==> config.mk <==
export PLATFORM = sky130hd
export DESIGN_NAME = reg_file_mp
export DESIGN_NICKNAME = d
export VERILOG_FILES = /design/src/rtl/reg_file_mp.sv
export SDC_FILE = /design/constraint.sdc
export NUM_CORES = 2
export LEC_CHECK = 0
export CAP_MARGIN = 30
export CELL_PAD_IN_SITES_DETAIL_PLACEMENT = 1
export CELL_PAD_IN_SITES_GLOBAL_PLACEMENT = 1
export CORE_MARGIN = 1
export CORE_UTILIZATION = 35
export CTS_CLUSTER_DIAMETER = 120
export DETAILED_ROUTE_END_ITERATION = 8
export PLACE_DENSITY = 0.68
export SLEW_MARGIN = 30
export SYNTH_ARGS = -nofsm -noshare
export SYNTH_HDL_FRONTEND = slang
export SYNTH_SLANG_ARGS = --single-unit
==> constraint.sdc <==
create_clock -name clk -period 51.5 [get_ports clk]
set_input_delay 7.725 -clock clk [delete_from_list [all_inputs] [get_ports clk]]
set_output_delay 7.725 -clock clk [all_outputs]
set_load 0.005 [all_outputs]
==> src/rtl/reg_file_mp.sv <==
// reg_file_mp: parametrised register file with two write ports, NUM_RD
// combinational read ports, optional write-to-read bypass, optional
// hardwired-zero register 0 and a per-register pending-write scoreboard.
//
// Ports:
//   clk, rst                      clock, async active-high reset
//   regWrite0/writeReg0/writeData0 write port 0
//   regWrite1/writeReg1/writeData1 write port 1 (wins on same address)
//   readReg  [NUM_RD*ADDR_W]      packed read addresses, port k at k*ADDR_W
//   readData [NUM_RD*DATA_W]      packed read data, port k at k*DATA_W
//   reserve/reserveReg            mark a register as awaiting a write
//   busy     [NUM_RD]             read port k addresses a pending register
module reg_file_mp #(
   parameter int DATA_W   = 32,
   parameter int ADDR_W   = 5,
   parameter int NUM_RD   = 2,
   parameter int ZERO_REG = 1,
   parameter int BYPASS   = 1
) (
   input  logic                     clk,
   input  logic                     rst,
   input  logic                     regWrite0,
   input  logic [ADDR_W-1:0]        writeReg0,
   input  logic [DATA_W-1:0]        writeData0,
   input  logic                     regWrite1,
   input  logic [ADDR_W-1:0]        writeReg1,
   input  logic [DATA_W-1:0]        writeData1,
   input  logic [NUM_RD*ADDR_W-1:0] readReg,
   output logic [NUM_RD*DATA_W-1:0] readData,
   input  logic                     reserve,
   input  logic [ADDR_W-1:0]        reserveReg,
   output logic [NUM_RD-1:0]        busy
);

   localparam int DEPTH = 2 ** ADDR_W;

   logic [DATA_W-1:0] regs_q [DEPTH];
   logic [DEPTH-1:0]  pend_q;
   logic [DEPTH-1:0]  pend_d;

   logic we0;
   logic we1;
   logic rsv;

   // Accesses to register 0 are dropped entirely when it is hardwired.
   assign we0 = regWrite0 && !((ZERO_REG != 0) && (writeReg0 == '0));
   assign we1 = regWrite1 && !((ZERO_REG != 0) && (writeReg1 == '0));
   assign rsv = reserve && !((ZERO_REG != 0) && (reserveReg == '0));

   // A reservation is applied last: it belongs to a newer producer than
   // any write landing in the same cycle.
   always_comb begin
      pend_d = pend_q;
      if (we0) pend_d[writeReg0] = 1'b0;
      if (we1) pend_d[writeReg1] = 1'b0;
      if (rsv) pend_d[reserveReg] = 1'b1;
   end

   // Port 1 is written after port 0 so it wins on an address collision.
   always_ff @(posedge clk or posedge rst) begin
      if (rst) begin
         for (int i = 0; i < DEPTH; i++) begin
            regs_q[i] <= '0;
         end
         pend_q <= '0;
      end else begin
         if (we0) regs_q[writeReg0] <= writeData0;
         if (we1) regs_q[writeReg1] <= writeData1;
         pend_q <= pend_d;
      end
   end

   for (genvar k = 0; k < NUM_RD; k++) begin : g_rd
      logic [ADDR_W-1:0] addr;
      logic              zero;
      logic              hit0;
      logic              hit1;

      assign addr = readReg[k*ADDR_W +: ADDR_W];
      assign zero = (ZERO_REG != 0) && (addr == '0);
      assign hit1 = (BYPASS != 0) && we1 && (writeReg1 == addr);
      assign hit0 = (BYPASS != 0) && we0 && (writeReg0 == addr);

      // Reset gating also covers data being forwarded from the write ports.
      assign readData[k*DATA_W +: DATA_W] =
         (rst || zero) ? '0         :
         hit1          ? writeData1 :
         hit0          ? writeData0 :
                         regs_q[addr];

      // A forwarded write satisfies the reader, so it is not busy.
      assign busy[k] = !(rst || zero || hit0 || hit1) && pend_q[addr];
   end

endmodule
==> run_results.csv <==
group,metric,value,unit
status,status,"finished, final reports clean",
finish,area_delta_synth_final,11.43,%
clock_network,postCtsSetupBuffers,0,
clock_network,clkTransAtPathRegs,0.06,ns
worst_setup_path,cp_max_fo,36,
clock_network,cts_root_buffer,"clkbuf_16",
synth,synth_area,67340,sq um
detailed_routing,drt-vias-per-instance,6.535,
placement,dp_hpwl,189.1,mm
clock_network,h-tree-depth,4,
worst_setup_path,start_kind,"input port",
global_route,first_global_vias,61530,
pwr,power.switching,0.9738,mW
sta,timing.fmax,48.82,MHz
sta,period_minus_slack,20.48,ns
sta,worst_pin_slew,1.183,ns
worst_setup_path,r2r_slack,50.58,ns
synth,syn_inst,7158,
sta,tns,0,ns
pwr,clockPowerShare,0.331,
clock_network,clk_latency,0.80,ns
sta,maxSlewViolCount,0,
finish,drive_above_1_share,0.09436,
placement,port_buffers,159,
worst_setup_path,path_common_cell,"buf_4",
synth,synth_area_leaders,"dfrtp_1 39%, mux2i_1 26%, a21oi_1 4.6%",
synth,synth_flop_cell,"dfrtp_1",
clock_network,cts_tree,"yes",
worst_setup_path,crit_path_max_incr_delay,0.78,ns
detailed_routing,drt_first_pass_iters,7,
finish,nets,6851,
worst_setup_path,setup.worst_path.end_class,"output port",
sta,min_period_over_period,0.3977,
synth,ys_seq_area_frac,0.3924,
worst_hold_path,hold-path-cell-count,0,
floorplanning,dieArea,194200,sq um
global_route,grt_usage,0.3285,
synth,synthArstFlopShare,1.000,
sta,finalSetupViolCount,0,
detailed_routing,drc,0,
worst_hold_path,hold_path.class,"reg -> reg",
pwr,power_leakage,34.19,nW
clock_network,cts_buffer_depth,3,
worst_setup_path,cp.required,43.78,ns
clock_network,cts_made_buffers,131,
worst_setup_path,path_cells,"buf_4, buf_4, buf_4, and2_4, buf_4, a221oi_1, o21ai_0, nand4_1, o211ai_1, nand2_1, clkdlybuf4s50_1",
clock_network,hold_buffers,0,
synth,ys_ff_latch,1056,
synth,ys_warn_count,0,
synth,synth_top_area_frac,0.3924,
global_route,grt_first_pass_wirelength,459.8,mm
sta,slew_headroom,0.2116,
pwr,ir_drop,35.65,uV
pwr,combPwrFrac,0.242,
floorplanning,dieWidth,440.6,um
worst_setup_path,slowest_stage,"buf_4",
finish,n_fill_cell,21330,
worst_setup_path,r2r_start,"regs_q[345]",
synth,synth_area_per_cell,9.408,sq um
floorplanning,rows,160,
global_route,grt_max_degree,164,
sta,hold_ws,0.3982,ns
pwr,power_density,38.47,nW/um^2
global_route,antenna_found_initial,28,
worst_setup_path,critPathKind,"in -> out",
synth,synth_cell_types,60,
worst_hold_path,min_to,"regs_q[998]",
pwr,power.total,2.887,mW
detailed_routing,routed_wl,326.0,mm
synth,synth_edf_count,0,
floorplanning,io_pins,160,
detailed_routing,dr_total_vias,61320,
synth,syn_nets,7252,
detailed_routing,ant_nets,0,
worst_setup_path,worstPathArrival,12.76,ns
pwr,power_frac_seq,0.427,
floorplanning,initial_utilization,0.3533,
detailed_routing,drtIter0Drc,7755,
job,maxCapViolCount,0,
worst_hold_path,min_from,"regs_q[998]",
global_route,gr-total-overflow,0,
finish,utilization,0.3937,
pwr,internal_power,1.913,mW
clock_network,ctsResizeCount,0,
pwr,switching_share,0.3373,
synth,netlist.top_cell.by_area,"dfrtp_1",
clock_network,clock_sinks,1056,
sta,grt_setup_unrepaired,"false",
sta,hold_viol_final,0,
worst_setup_path,r2r-end,"regs_q[345]",
sta,finalClockSkew,0,ns
finish,mostFrequentLayoutCells,"1,777 x mux2i_1, 1,056 x dfrtp_1, 629 x nor2_1",
finish,layout_commonest_cell,"mux2i_1",
floorplanning,die_h,440.6,um
floorplanning,core_area,190600,sq um
placement,place.gp.congestion,0.9026,
worst_setup_path,reg2reg_depth,2,
detailed_routing,wl_per_cell,34.74,um
==> final cells by class <==
type	count	area, sq um	share of cell area
repair buffers	366	3391	0.04519
well taps	2511	3142	0.04187
diodes	15	37.54	0.0005002
inverters	9	41.29	0.0005503
multi-input cells	5193	37690	0.5023
clock inverters	45	439.2	0.005853
clock buffers	188	3867	0.05154
flip-flops and latches	1056	26430	0.3522
==> stage by stage <==
| stage | instances | setup slack [ns] | area (sq um) |
|---|---|---|---|
| after CTS | 9363 | 30.94 | 74820 |
| after global placement | 9124 | 31.07 | 70250 |
| after detailed placement | 9130 | 30.96 | 70510 |
| final | 9383 | 31.02 | 75040 |
| after floorplan | 7158 | 9.803 | 67340 |
| after global routing | 9376 | 31.19 | 75020 |
==> worst max-delay path, delay by kind of cell <==
kind                   cells  cell delay, ns
buffers and inverters      5            3.11
AND/OR/NAND/NOR            3            1.20
AO/OA/AOI/OAI              3            0.53
==> kinds of logic (layout without fill, tap and decap cells) <==
family / Yosys count / in the layout / synth area share
buffers and inverters: 909 / 608 / 0.05869
and+or+nand+nor: 1567 / 1567 / 0.09814
other: 0 / 15 / 0
xor gates and xnor gates: 20 / 20 / 0.002601
DFF: 1056 / 1056 / 0.3924
muxes: 1896 / 1896 / 0.2984
AOI/OAI and AO/OA: 1710 / 1710 / 0.1498
==> layer usage <==
| layer | global-route usage | part of all wire | vias to the layer above |
|---|---|---|---|
| met5 | 0.005707 | 0.00020 | - |
| met4 | 0.2180 | 0.070 | 10 |
| met3 | 0.07905 | 0.098 | 1055 |
| met2 | 0.4884 | 0.44 | 3699 |
| met1 | 0.4228 | 0.40 | 31540 |
| li1 | - | - | 25010 |
==> synth_stat cells, drive strengths merged (62+ instances only) <==
cell type	count
dfrtp	1056
a22oi	132
o22ai	124
a221oi	62
mux2i	1777
nor3	77
nand2	600
a32oi	70
a21oi	615
clkbuf	550
nor2	656
nand3	101
mux4	86
o21ai	556
buf	350
==> registers in the layout (all words and copies together), names as in the netlist <==
register	cells
regs_q	1024
pend_q	32
==> how the worst max path moves through the flow <==
stage	depth (start not counted)	endpoint	from
floorplan	6	readData[40]	rst
global placement	10	readData[55]	writeReg0[1]
detailed placement	10	readData[55]	writeReg0[1]
CTS	10	readData[55]	writeReg0[1]
global route	11	readData[19]	readReg[0]
finish	11	readData[20]	readReg[0]
==> power by group through the flow <==
stage | sequential, mW | clock (mW) | combinational, mW
2_1_floorplan | 1.18 | 0 | 0.497
3_3_place_gp | 1.22 | 0 | 0.658
3_5_place_dp | 1.23 | 0 | 0.685
4_1_cts | 1.22 | 0.960 | 0.688
5_1_grt | 1.25 | 0.991 | 0.756
6_report | 1.23 | 0.955 | 0.699
Note: power is estimated with default switching activity, not from simulation.
